==> config.mk <==
export PLATFORM = sky130hd
export DESIGN_NAME = led_gradient_mixer
export DESIGN_NICKNAME = d
export VERILOG_FILES = /design/src/rtl/led_mixer_pkg.sv /design/src/rtl/led_seq_divider.sv /design/src/rtl/led_gradient_mixer.sv
export SDC_FILE = /design/constraint.sdc
export NUM_CORES = 1
export LEC_CHECK = 0
export CORE_UTILIZATION = 61
export CTS_BUF_LIST = sky130_fd_sc_hd__clkbuf_4 sky130_fd_sc_hd__clkbuf_8
export DETAILED_ROUTE_END_ITERATION = 8
export MAX_ROUTING_LAYER = met4
export PLACE_DENSITY_LB_ADDON = 0.3
export RECOVER_POWER = 25
export SYNTH_ARGS = -nofsm -noshare
export SYNTH_HDL_FRONTEND = slang
export SYNTH_SLANG_ARGS = --single-unit
==> constraint.sdc <==
create_clock -name clock -period 6.5 [get_ports clock]
set_input_delay 0.975 -clock clock [delete_from_list [all_inputs] [get_ports clock]]
set_output_delay 0.975 -clock clock [all_outputs]
set_load 0.02 [all_outputs]
==> src/rtl/led_mixer_pkg.sv <==
// Shared types and helpers for the LED gradient mixer.
package led_mixer_pkg;

  typedef enum logic [1:0] {
    ST_IDLE   = 2'd0,
    ST_SETUP  = 2'd1,
    ST_DIVIDE = 2'd2,
    ST_WRITE  = 2'd3
  } mixer_state_e;

  localparam int COR_MAX_DEF = 190;
  localparam int GANHO_DEF   = 320;

  // The numerator is a position times a slope of up to 9 bits.
  function automatic int div_width(input int n);
    return n + 9;
  endfunction

  function automatic logic [23:0] pack_rgb(input logic [7:0] r,
                                           input logic [7:0] g,
                                           input logic [7:0] b);
    return {r, g, b};
  endfunction

endpackage

==> src/rtl/led_seq_divider.sv <==
// Restoring shift-subtract divider: one quotient bit per clock, DW clocks
// per divide. The caller guarantees denominator >= 1.
// done is high during the clock whose edge produces the final quotient bit,
// so the quotient is complete in the following cycle.
module led_seq_divider
  import led_mixer_pkg::*;
#(
  parameter int N  = 10,
  parameter int DW = div_width(N)
) (
  input  logic          clock,
  input  logic          reset_n,
  input  logic          start,
  input  logic [DW-1:0] numerator,
  input  logic [N-1:0]  denominator,
  output logic [DW-1:0] quotient,
  output logic          done
);

  localparam int CTW = $clog2(DW + 1);

  logic [N-1:0]   rem;
  logic [N-1:0]   den_r;
  logic [CTW-1:0] cnt;
  logic [N:0]     shifted;
  logic [N:0]     diff;
  logic           fits;

  // Next partial remainder and the trial subtraction for this bit.
  always_comb begin
    shifted = {rem, quotient[DW-1]};
    diff    = shifted - {1'b0, den_r};
    fits    = (shifted >= {1'b0, den_r});
  end

  // Load on start, then shift one dividend bit into the remainder per clock.
  always_ff @(posedge clock or negedge reset_n) begin
    if (!reset_n) begin
      quotient <= '0;
      rem      <= '0;
      den_r    <= '0;
      cnt      <= '0;
    end else if (start) begin
      quotient <= numerator;
      rem      <= '0;
      den_r    <= denominator;
      cnt      <= CTW'(DW);
    end else if (cnt != '0) begin
      rem      <= fits ? diff[N-1:0] : shifted[N-1:0];
      quotient <= {quotient[DW-2:0], fits};
      cnt      <= cnt - CTW'(1);
    end
  end

  assign done = (cnt == CTW'(1));

endmodule

==> src/rtl/led_gradient_mixer.sv <==
// Multi-channel red->yellow->green LED gradient mixer with a shared
// sequential divider. Optional fade: define LED_MIXER_FADE_EN to make
// cor_led slew toward per-channel targets instead of jumping.
//
//   state    | meaning
//   IDLE     | ready for a request
//   SETUP    | classify against midpoint, start divider if needed
//   DIVIDE   | divider running, DW clocks
//   WRITE    | update colour of the addressed channel, pulse done
module led_gradient_mixer
  import led_mixer_pkg::*;
#(
  parameter int N         = 10,
  parameter int CHANNELS  = 4,
  parameter int COR_MAX   = COR_MAX_DEF,
  parameter int GANHO     = GANHO_DEF,
  parameter int FADE_STEP = 8,
  parameter int FADE_DIV  = 1024,
  localparam int CW = (CHANNELS > 1) ? $clog2(CHANNELS) : 1,
  localparam int DW = div_width(N)
) (
  input  logic                  clock,
  input  logic                  reset_n,
  input  logic                  req_valid,
  output logic                  req_ready,
  input  logic [CW-1:0]         req_canal,
  input  logic [N-1:0]          contador,
  input  logic [N-1:0]          mid_idx,
  input  logic [N-1:0]          max_idx,
  output logic [24*CHANNELS-1:0] cor_led,
  output logic                  done
);

  if (GANHO < 1 || GANHO > 511 || COR_MAX > 255 || FADE_STEP < 1 || FADE_DIV < 1) begin : g_bad_cfg
    $error("led_gradient_mixer: parameter out of range");
  end

  localparam logic [1:0] S_IDLE   = ST_IDLE;
  localparam logic [1:0] S_SETUP  = ST_SETUP;
  localparam logic [1:0] S_DIVIDE = ST_DIVIDE;
  localparam logic [1:0] S_WRITE  = ST_WRITE;
  localparam logic [7:0] CMAX     = 8'(COR_MAX);

  logic [1:0]    state;
  logic [CW-1:0] canal_r;
  logic [N-1:0]  cnt_r, mid_r, max_r;
  logic [DW-1:0] num;
  logic [N-1:0]  den;
  logic [DW-1:0] div_q;
  logic          div_done;
  logic          div_start;
  logic [7:0]    q_sat;
  logic [23:0]   new_rgb;
  logic          wr_en;

  // Request sequencing; registers are held stable until WRITE.
  always_ff @(posedge clock or negedge reset_n) begin
    if (!reset_n) begin
      state   <= S_IDLE;
      canal_r <= '0;
      cnt_r   <= '0;
      mid_r   <= '0;
      max_r   <= '0;
      done    <= 1'b0;
    end else begin
      done <= 1'b0;
      case (state)
        S_IDLE: if (req_valid) begin
          canal_r <= req_canal;
          cnt_r   <= contador;
          mid_r   <= mid_idx;
          max_r   <= max_idx;
          state   <= S_SETUP;
        end
        S_SETUP:  state <= (cnt_r == mid_r) ? S_WRITE : S_DIVIDE;
        S_DIVIDE: if (div_done) state <= S_WRITE;
        S_WRITE: begin
          done  <= 1'b1;
          state <= S_IDLE;
        end
        default:  state <= S_IDLE;
      endcase
    end
  end

  assign req_ready = (state == S_IDLE);

  // Divider operands for the rising or falling half of the gradient.
  always_comb begin
    if (cnt_r < mid_r) begin
      num = DW'(cnt_r) * DW'(GANHO);
      den = mid_r;
    end else begin
      num = DW'(cnt_r - mid_r) * DW'(GANHO);
      den = (max_r > mid_r) ? (max_r - mid_r) : N'(1);
    end
  end

  assign div_start = (state == S_SETUP) && (cnt_r != mid_r);

  led_seq_divider #(.N(N), .DW(DW)) u_div (
    .clock       (clock),
    .reset_n     (reset_n),
    .start       (div_start),
    .numerator   (num),
    .denominator (den),
    .quotient    (div_q),
    .done        (div_done)
  );

  // Saturate the quotient and assemble the colour for this request.
  always_comb begin
    q_sat = (div_q > DW'(COR_MAX)) ? CMAX : div_q[7:0];
    if (cnt_r == mid_r)
      new_rgb = pack_rgb(CMAX, CMAX, 8'd0);
    else if (cnt_r < mid_r)
      new_rgb = pack_rgb(CMAX, q_sat, 8'd0);
    else
      new_rgb = pack_rgb(CMAX - q_sat, CMAX, 8'd0);
  end

  assign wr_en = (state == S_WRITE);

`ifdef LED_MIXER_FADE_EN
  localparam int         PW    = (FADE_DIV > 1) ? $clog2(FADE_DIV) : 1;
  localparam logic [7:0] STEP8 = 8'(FADE_STEP);

  logic [24*CHANNELS-1:0] tgt_led;
  logic [PW-1:0]          presc;
  logic                   tick;

  function automatic logic [7:0] approach(input logic [7:0] cur, input logic [7:0] tgt);
    logic [7:0] d;
    if (cur < tgt) begin
      d = tgt - cur;
      return cur + ((d > STEP8) ? STEP8 : d);
    end else begin
      d = cur - tgt;
      return cur - ((d > STEP8) ? STEP8 : d);
    end
  endfunction

  // Target colour per channel, loaded by WRITE.
  always_ff @(posedge clock or negedge reset_n) begin
    if (!reset_n) begin
      tgt_led <= '0;
    end else begin
      for (int k = 0; k < CHANNELS; k++)
        if (wr_en && canal_r == CW'(k)) tgt_led[24*k +: 24] <= new_rgb;
    end
  end

  // Free-running fade prescaler, ticks once every FADE_DIV clocks.
  always_ff @(posedge clock or negedge reset_n) begin
    if (!reset_n) presc <= PW'(FADE_DIV - 1);
    else if (tick) presc <= PW'(FADE_DIV - 1);
    else presc <= presc - PW'(1);
  end

  assign tick = (presc == '0);

  // Displayed colour slews every component toward its target on each tick.
  always_ff @(posedge clock or negedge reset_n) begin
    if (!reset_n) begin
      cor_led <= '0;
    end else if (tick) begin
      for (int k = 0; k < 3 * CHANNELS; k++)
        cor_led[8*k +: 8] <= approach(cor_led[8*k +: 8], tgt_led[8*k +: 8]);
    end
  end
`else
  // Displayed colour updates directly on WRITE; out-of-range channels are dropped.
  always_ff @(posedge clock or negedge reset_n) begin
    if (!reset_n) begin
      cor_led <= '0;
    end else begin
      for (int k = 0; k < CHANNELS; k++)
        if (wr_en && canal_r == CW'(k)) cor_led[24*k +: 24] <= new_rgb;
    end
  end
`endif

endmodule

Word level (Yosys, flattened, before mapping)
Cells that the tools add are included.
{ "totals": {"regBits": 175, "out_inout_bits": 98, "in_bits": 35, "elab_cells": 65} }
{ "classes": {"addsub": 5, "muxes": 18, "reduce_logical": 11, "mul": 2, "order_cmp": 4, "eq_ne": 11} }
{ "ops": {"columns": ["op", "count"], "rows": [
  ["19-bit two-way mux", 3],
  ["10-bit two-way mux", 5],
  ["24-bit two-way mux", 2],
  ["10-bit subtractor", 2],
  ["19-bit by 8-bit > comparator with 1-bit output, second input constant", 1],
  ["19-bit by 3-bit multiplier with 13-bit output, second input constant", 1],
  ["10-bit by 3-bit multiplier with 13-bit output, second input constant", 1],
  ["11-bit by 10-bit greater-or-equal comparator with 1-bit output", 1],
  ["10-bit by 10-bit subtractor with 11-bit output", 1],
  ["10-bit equality test", 1],
  ["10-bit > comparator", 1],
  ["10-bit less-than comparator", 1],
  ["5-bit two-way mux", 2],
  ["10-bit inequality test", 1],
  ["2-bit equality test, second input constant", 4],
  ["8-bit two-way mux", 1],
  ["2-bit case mux with 4 select lines", 1],
  ["8-bit subtractor, first input constant", 1],
  ["5-bit by 1-bit equality test with 1-bit output, second input constant", 1],
  ["1-bit logical AND", 5],
  ["5-bit nonzero test", 1],
  ["5-bit by 1-bit subtractor with 5-bit output, second input constant", 1],
  ["2-bit by 1-bit equality test with 1-bit output, second input constant", 2],
  ["2-bit logical NOT", 2],
  ["other kinds (5)", 9]
]} }

Depth between registers and ports, before layout
Gate-level depths: netlist of the first run.
{ "depth": {"depth_word": 5, "ltp_mapped": 18, "depth_no_buf": 18} }

Modules after synthesis
From an unflattened synthesis of the first run, not the netlist that was laid out.
{ "hier_totals": {"hier_cells": 967, "hier_area_um2": 9143.8} }
{ "by_module_without_submodules": {"columns": ["mod", "seq_area_each_um2", "instances", "area_per_inst_um2", "cells_each"], "rows": [
  ["led_gradient_mixer", 2477.4, 1, 6640.1, 696],
  ["led_seq_divider", 1101.1, 1, 2503.7, 271]
]} }

Least setup slack after synthesis of the first run
Ideal clock, no wire load.
{ "synth_path": {"path_kind": "reg-to-reg", "start": "register mid_r[1]", "end": "register u_div.quotient[18]", "period_less_slack_ns": 3.918, "slack_ns": 2.582, "t_required_ns": 6.368, "arrival_time_ns": 3.786, "n_path_buf": 0, "stages_incl_launch_ff": 17, "setup_ns": 0.132, "path_cell_list": "dfrtp_1 > inv_1 > ha_1 > nor2b_4 > o31a_4 > o41ai_4 > nand2_1 > a2111oi_0 > nand3b_1 > ha_1 > ha_1 > or4_1 > a211oi_1 > o31ai_1 > xor2_1 > a21oi_1 > a22oi_2"} }
{ "synth_between": {"elab_chain_len": 4, "word_cells_on_any_way": 8, "classes_between": "add/sub (1); mul (1); order compare (1); eq/ne (1); mux (2); reduce/logical (2)"} }
{ "synth_rtl": {"columns": ["item", "line", "source"], "rows": [
  ["from (decl)", "led_gradient_mixer.sv:46", "logic [N-1:0] cnt_r, mid_r, max_r;"],
  ["from (signal assigned)", "led_gradient_mixer.sv:71", "mid_r <= mid_idx;"],
  ["10-bit by 10-bit subtractor with 11-bit output", "led_gradient_mixer.sv:94", "num = DW'(cnt_r - mid_r) * DW'(GANHO);"],
  ["19-bit by 3-bit multiplier with 13-bit output", "led_gradient_mixer.sv:94", null],
  ["19-bit two-way mux", "led_gradient_mixer.sv:90", "if (cnt_r < mid_r) begin"],
  ["19-bit two-way mux", "led_seq_divider.sv:43", "end else if (start) begin"],
  ["to (signal assigned)", "led_seq_divider.sv:44", "quotient <= numerator;"],
  ["to (signal assigned)", "led_seq_divider.sv:50", "quotient <= {quotient[DW-2:0], fits};"],
  ["to (decl)", "led_seq_divider.sv:16", "output logic [DW-1:0] quotient,"]
]} }
Several ways; a longest one is shown, not always the timed one.
A chain may end at the register's enable or synchronous reset.

Final worst setup path of the first run
Same ends and word-level chain as after synthesis.

==> run_results.csv, run 1 <==
group,metric,value,unit
setup_path,crit_path_frequent_cell,"ha_1",
routing,vias,7097,
timing,max_slew_margin,-132,%
synth,synth_cells,944,
grt,track_usage,28.4,%
clocking,cts.sinks,143,
setup_path,endpoint_kind,"flop",
layout,syn_to_final_growth,14.8,%
routing,wire_per_inst,16.1,um
placement,post-dp-hpwl,14600,um
synth,synthTopCellsByArea,"dfrtp_1, ha_1, nand2_1",
die,fp-row-count,43,
grt,grt_pass1_wl,32300,um
synth,synthFlopType,"dfrtp_1",
synth,synth_top_area_cell,"dfrtp_1",
run,drv_cap,2,
clocking,htreeDepth,4,
setup_path,path_cells,"inv_1, ha_1, nor2b_4, o31a_4, o41ai_4, nand2_1, a2111oi_0, nand3b_1, ha_1, ha_1, or4_1, a211oi_1, o31ai_1, xor2_1, a21oi_1, a22oi_2",
die,dieArea,15100,um^2
synth,synth.avg_cell_area,9.47,um^2
routing,viasPerCell,5.82,
min_path,hp-start,"cor_led[63]$_DFFE_PN0P_",
synth,syn-cell-area,8940,um^2
min_path,holdPathStages,2,
grt,grt_antenna_before_repair,0,
clocking,postCtsHoldBufs,0,
timing,rsz0062_at_grt,"no",
clocking,clk_path_buf_depth,2,
grt,grt_pass1_vias,6769,
timing,fin_crit_sh,67.4,%
timing,slew_viol_final,103,
setup_path,worstReg2RegEnd,"u_div.quotient[18]$_DFFE_PN0P_",
layout,layout-drive-gt1-share,10.2,%
routing,drc_errors,0,
grt,grt_max_degree,76,
setup_path,path_max_fanout,5,
setup_path,cp.required,6840,ps
synth,yosys_warnings,0,
timing,finalSetupViolations,0,
setup_path,crit_type,"reg2reg",
die,core,14100,um^2
die,die_y,123,um
clocking,postCtsSetupRepairBufs,0,
timing,worst_slew_pin_slew,3480,ps
synth,yosysSeqAreaShare,40.0,%
setup_path,critPathArrivalTime,4720,ps
placement,port_buffers,100,
timing,hold_violations,0,
clocking,cts_buffers,17,
synth,synth_edf_count,0,
synth,synthArstFlopShare,100,%
timing,final.min_clock_period,4380,ps
routing,firstDrtPassIters,5,
routing,ant_nets,0,
layout,antenna_cells,0,
setup_path,crit_path_start_kind,"flop",
status,status,"finished, violations left",
clocking,clk_latency,470,ps
setup_path,r2r_start,"mid_r[1]$_DFFE_PN0P_",
timing,finalSetupTns,0,ps
clocking,cts_root_buffer,"clkbuf_8",
setup_path,crit_family,"compound AO/OA/AOI/OAI gates",
setup_path,max_stage_delay,410,ps
synth,synth_cell_type_count,77,
setup_path,cpMaxStageDelayCell,"dfrtp_1",
routing,wl,19700,um
min_path,min_path_type,"reg2reg",
clocking,path_clk_slew,90,ps
layout,num-fill-cells,1098,
setup_path,r2r_setup_slack,2120,ps
min_path,holdPathEnd,"cor_led[63]$_DFFE_PN0P_",
die,chipWidth,123,um
clocking,cts_tree,"built",
synth,synth_seq_cells,143,
timing,fin_skew,15.4,ps
synth,synth_top_area_share,40.0,%
status,violations,"capacitance limit, slew limit",
die,initial_utilization,63.4,%
die,ios,133,
routing,drt_iter0_drc,479,
setup_path,crit_buf_inv,1,
clocking,cts-resized-gates,0,
grt,overflow,0,
layout,fin_nets,1140,
timing,fmax,228,MHz
setup_path,r2r_cells,16,
placement,gp_congestion,0.887,
==> synthesized netlist by cell type (4+ instances only) <==
library cell and number:
nand2_1 144, dfrtp_1 143, o21ai_0 78, ha_1 73
a21oi_1 43, inv_1 40, nor2_1 35, mux2_2 34
buf_4 33, nor3_1 23, and3_1 20, clkbuf_1 20
nand3_1 19, xnor2_1 16, a211oi_1 14, o21ai_1 14
xor2_1 14, buf_2 13, a31oi_1 12, nand4_1 11
o21a_1 10, a22oi_1 9, a21o_1 8, nand2b_1 6
fa_1 5, nor2b_1 5, o211ai_1 5, and4_1 4
buf_1 4, o21ai_2 4
==> worst reg2reg max path, cell delays in order, from the launching register on <==
cell and delay [ps]:
dfrtp_1 410, inv_1 170, ha_1 280, nor2b_4 140
o31a_4 300, o41ai_4 330, nand2_1 170, a2111oi_0 380
nand3b_1 200, ha_1 250, ha_1 250, or4_1 410
a211oi_1 400, o31ai_1 160, xor2_1 160, a21oi_1 180
a22oi_2 70
==> through the flow <==
stage                     utilization, %  setup slack, ps  hold slack (ps)  cell area [um^2]  instances
after global routing                72.8             1590              510             10300       1219
after global placement              70.2             2340              461              9890       1188
after CTS                           72.9             2140              489             10300       1219
after floorplan                        -             2580              460              9050        975
final                               72.8             2120              484             10300       1219
after detailed placement            70.2             2160              471              9890       1188
==> placed cells by master, fill, tap and decap left out, types with 4 or more instances in the layout <==
| cell type | count |
|---|---|
| o21ai_2 | 5 |
| o21ai_0 | 78 |
| a31oi_1 | 12 |
| a21oi_1 | 43 |
| o21ai_1 | 13 |
| nand2b_1 | 6 |
| clkdlybuf4s50_1 | 98 |
| xor2_1 | 14 |
| nand3_1 | 19 |
| nor2_1 | 35 |
| ha_1 | 73 |
| and4_1 | 4 |
| nor2b_1 | 5 |
| o21a_1 | 10 |
| clkbuf_8 | 17 |
| inv_1 | 40 |
| o211ai_1 | 5 |
| nor3_2 | 4 |
| clkinv_4 | 5 |
| and3_1 | 20 |
| dfrtp_1 | 143 |
| a211oi_1 | 14 |
| a21o_1 | 8 |
| fa_1 | 5 |
| clkinv_2 | 4 |
| a22oi_1 | 9 |
| nor3_1 | 22 |
| nand2_1 | 144 |
| xnor2_1 | 16 |
| buf_4 | 6 |
| nand4_1 | 11 |
| mux2_2 | 34 |
| conb_1 | 32 |
==> layout make-up <==
cell class | instances | area (um^2) | share of cell area (%)
clock buffer | 17 | 234 | 2.28
clock inverter | 14 | 146 | 1.43
inverter | 40 | 150 | 1.46
multi-input combinational | 718 | 4880 | 47.6
sequential | 143 | 3580 | 34.9
tap | 180 | 225 | 2.20
timing repair buffer | 107 | 1040 | 10.2
==> worst max path at each step <==
stage,start,endpoint,cells after the start
2_1_floorplan,mid_r[1]$_DFFE_PN0P_,u_div.quotient[18]$_DFFE_PN0P_,16
3_3_place_gp,mid_r[1]$_DFFE_PN0P_,u_div.quotient[18]$_DFFE_PN0P_,16
3_5_place_dp,mid_r[1]$_DFFE_PN0P_,u_div.quotient[18]$_DFFE_PN0P_,16
4_1_cts,mid_r[1]$_DFFE_PN0P_,u_div.quotient[18]$_DFFE_PN0P_,16
5_1_grt,reset_n,mid_r[3]$_DFFE_PN0P_,2
6_report,mid_r[1]$_DFFE_PN0P_,u_div.quotient[18]$_DFFE_PN0P_,16
==> registers in the layout (all words and copies together) (netlist names) <==
signal	cells
u_div.cnt	5
u_div.den_r	10
u_div.rem	10
u_div.quotient	19
cnt_r	10
done	1
canal_r	2
cor_led	64
mid_r	10
state	2
max_r	10
==> routing by layer <==
| layer | part of all wire, % | up-vias | track usage [%] |
|---|---|---|---|
| li1 | - | 3469 | - |
| met1 | 44 | 3363 | 36.3 |
| met2 | 48 | 234 | 45.8 |
| met3 | 5.0 | 31 | 5.07 |
| met4 | 2.2 | 0 | 9.86 |
| met5 | 0 | - | - |
==> cells by family (layout without fill, tap and decap cells) <==
logic type	count (synthesis)	in the layout	synth area share [%]
other cells	1	32	0.0420
buf+inv	114	178	6.73
flops	143	143	40.0
compound gates	237	237	17.0
fa+ha+maj	78	78	11.3
simple gates	304	304	17.3
mux	37	37	4.62
xor+xnor	30	30	2.94
Power of run 1 is not shown: default switching activity piles up to over one toggle a cycle in this logic, so the estimate is an artifact.
==> run 2, diff against run 1 <==
--- a/config.mk
+++ b/config.mk
@@ -5,7 +5,7 @@
 export SDC_FILE = /design/constraint.sdc
 export NUM_CORES = 1
 export LEC_CHECK = 0
-export CORE_UTILIZATION = 61
+export CORE_UTILIZATION = 57
 export CTS_BUF_LIST = sky130_fd_sc_hd__clkbuf_4 sky130_fd_sc_hd__clkbuf_8
 export DETAILED_ROUTE_END_ITERATION = 8
 export MAX_ROUTING_LAYER = met4
==> constraint.sdc (replaced) <==
create_clock -name clock -period 4.5 [get_ports clock]
set_input_delay 0.675 -clock clock [delete_from_list [all_inputs] [get_ports clock]]
set_output_delay 0.675 -clock clock [all_outputs]
set_load 0.02 [all_outputs]
==> run 2 against run 1 <==
Effect of this change:
- the flow still finishes with violations (capacitance limit, slew limit)
- design area is 0.60% higher
- first-iteration DRC count is 19% lower
- clock-buffer cell count stayed put
- setup slack worse by 1800 ps
- flip-flop and latch count stayed put
- final cell count is 2.9% higher
- critical endpoint unchanged
==> run_results.csv, run 2 (synthesis gave the netlist of run 1 again) <==
group,metric,value,unit
status,status,"finished, violations left",
status,violations,"capacitance limit, slew limit",
grt,met1_usage,33.7,%
timing,fin_crit_sh,93.6,%
routing,wl,19600,um
grt,grt_pass1_vias,6646,
timing,fmax,237,MHz
setup_path,crit_type,"reg2reg",
die,initial_utilization,58.6,%
clocking,clk_path_buf_depth,2,
clocking,htreeDepth,4,
die,chipWidth,127,um
clocking,path_clk_slew,90,ps
setup_path,crit_path_start_kind,"flop",
min_path,min_path_type,"reg2reg",
grt,track_usage,26.4,%
clocking,cts_root_buffer,"clkbuf_8",
layout,largest_reg_flops,64,
layout,regMostFlops,"cor_led",
setup_path,path_max_fanout,5,
clocking,postCtsHoldBufs,0,
timing,rsz0062_at_grt,"no",
grt,overflow,0,
clocking,cts-resized-gates,0,
timing,worst_slew_pin_slew,2490,ps
setup_path,r2r_setup_slack,290,ps
die,core,15300,um^2
timing,hold_violations,0,
clocking,clk_latency,470,ps
setup_path,endpoint_kind,"flop",
grt,grt-busiest-layer,"met2",
clocking,cts_tree,"built",
routing,viasPerCell,5.63,
setup_path,worstReg2RegEnd,"u_div.quotient[18]$_DFFE_PN0P_",
setup_path,r2r_start,"cnt_r[0]$_DFFE_PN0P_",
routing,drc_errors,0,
timing,slew_viol_final,102,
routing,wire_per_inst,15.6,um
routing,drt_iter0_drc,388,
grt,grt_pass1_wl,32700,um
timing,max_slew_margin,-66.2,%
setup_path,critPathLaunch,"cnt_r[0]$_DFFE_PN0P_",
die,dieArea,16200,um^2
placement,port_buffers,100,
layout,final_common_cell,"nand2_1",
run,drv_cap,1,
layout,reg_top3,"cor_led: 64 flops, u_div.quotient: 19 flops",
die,die_y,127,um
layout,fin_nets,1143,
layout,layout_common_cells,"nand2_1, dfrtp_1, clkdlybuf4s50_1, o21ai_0, ha_1",
routing,ant_nets,0,
grt,use_met3,4.06,%
placement,post-dp-hpwl,14400,um
timing,finalSetupViolations,0,
grt,use_met2,43.1,%
die,fp-row-count,45,
timing,final.min_clock_period,4210,ps
clocking,cts.sinks,143,
clocking,cts_buffers,17,
setup_path,cp.required,4850,ps
grt,grt_max_degree,102,
clocking,postCtsSetupRepairBufs,0,
timing,finalSetupTns,0,ps
routing,firstDrtPassIters,5,
setup_path,endpoint,"u_div.quotient[18]$_DFFE_PN0P_",
placement,gp_congestion,0.896,
die,ios,133,
layout,syn_to_final_growth,15.5,%
layout,layout-drive-gt1-share,10.8,%
layout,antenna_cells,0,
grt,grt_antenna_before_repair,0,
routing,vias,7058,
timing,fin_skew,10.6,ps
setup_path,critPathArrivalTime,4560,ps
setup_path,r2r_cells,17,
[run 2: cell types whose count changed in the layout (fill, tap and decap cells not counted), sizes merged, moves of 2 or more]
cell,delta
inv,+12
clkinv,-8
buf,+4
bufinv,-2
[run 2: per-layer routing]
metal | wire, um | part of all wire [%]
met1 | 8800 | 45
met2 | 9480 | 48
met3 | 922 | 4.7
met4 | 371 | 1.9
met5 | 0 | 0
[run 2: per-stage QoR]
| stage | util (%) | hold WS (ps) | setup slack, ps | cells | area (um^2) |
|---|---|---|---|---|---|
| 6_report | 67.6 | 483 | 289 | 1254 | 10300 |
| 5_1_grt | 67.6 | 499 | 33.6 | 1254 | 10300 |
| 4_1_cts | 67.7 | 341 | 231 | 1254 | 10300 |
| 3_5_place_dp | 65.2 | 470 | 271 | 1222 | 9950 |
| 3_3_place_gp | 65.2 | 461 | 434 | 1222 | 9950 |
| 2_1_floorplan | - | 379 | 582 | 975 | 9050 |
[run 2: worst min-delay path by stage]
stage | endpoint | slack, ps | depth (start not counted) | start
after global routing | cor_led[45]$_DFFE_PN0P_ | 500 | 2 | cor_led[45]$_DFFE_PN0P_
after CTS | cor_led[89]$_DFFE_PN0P_ | 340 | 1 | reset_n
after detailed placement | cor_led[65]$_DFFE_PN0P_ | 470 | 2 | cor_led[65]$_DFFE_PN0P_
after global placement | cor_led[65]$_DFFE_PN0P_ | 460 | 2 | cor_led[65]$_DFFE_PN0P_
after floorplan | canal_r[0]$_DFFE_PN0P_ | 380 | 0 | reset_n
final | cor_led[15]$_DFFE_PN0P_ | 480 | 2 | cor_led[15]$_DFFE_PN0P_
[run 2: worst max-delay path, cell delays in order (launching register included)]
cell	delay [ps]
dfrtp_1	430
inv_1	70
ha_1	210
inv_1	80
fa_1	410
a21o_1	170
a21oi_1	300
o21ai_0	150
a21oi_1	220
xnor2_1	180
ha_1	270
ha_1	260
or4_1	510
a211oi_2	280
o31ai_1	130
xor2_1	150
a21oi_1	180
a22oi_2	70
[run 2: layout make-up]
| cell class | instances | area [um^2] |
|---|---|---|
| fillers | 1253 | 4940 |
| multi-input cells | 718 | 4890 |
| flip-flops and latches | 143 | 3580 |
| repair buffers | 110 | 1070 |
| well taps | 211 | 264 |
| clock buffers | 17 | 234 |
| inverters | 40 | 150 |
| clock inverters | 15 | 136 |
Power of run 2 is left out for the same reason.
==> run 3, diff against run 2 <==
--- a/config.mk
+++ b/config.mk
@@ -8,9 +8,11 @@
 export CORE_UTILIZATION = 57
 export CTS_BUF_LIST = sky130_fd_sc_hd__clkbuf_4 sky130_fd_sc_hd__clkbuf_8
 export DETAILED_ROUTE_END_ITERATION = 8
+export GPL_ROUTABILITY_DRIVEN = 0
 export MAX_ROUTING_LAYER = met4
 export PLACE_DENSITY_LB_ADDON = 0.3
 export RECOVER_POWER = 25
+export SLEW_MARGIN = 10
 export SYNTH_ARGS = -nofsm -noshare
 export SYNTH_HDL_FRONTEND = slang
 export SYNTH_SLANG_ARGS = --single-unit
==> results of run 3 <==
Same layout as run 2: the final DEF is identical, and so are final timing and power.
Power of run 3 is left out for the same reason.
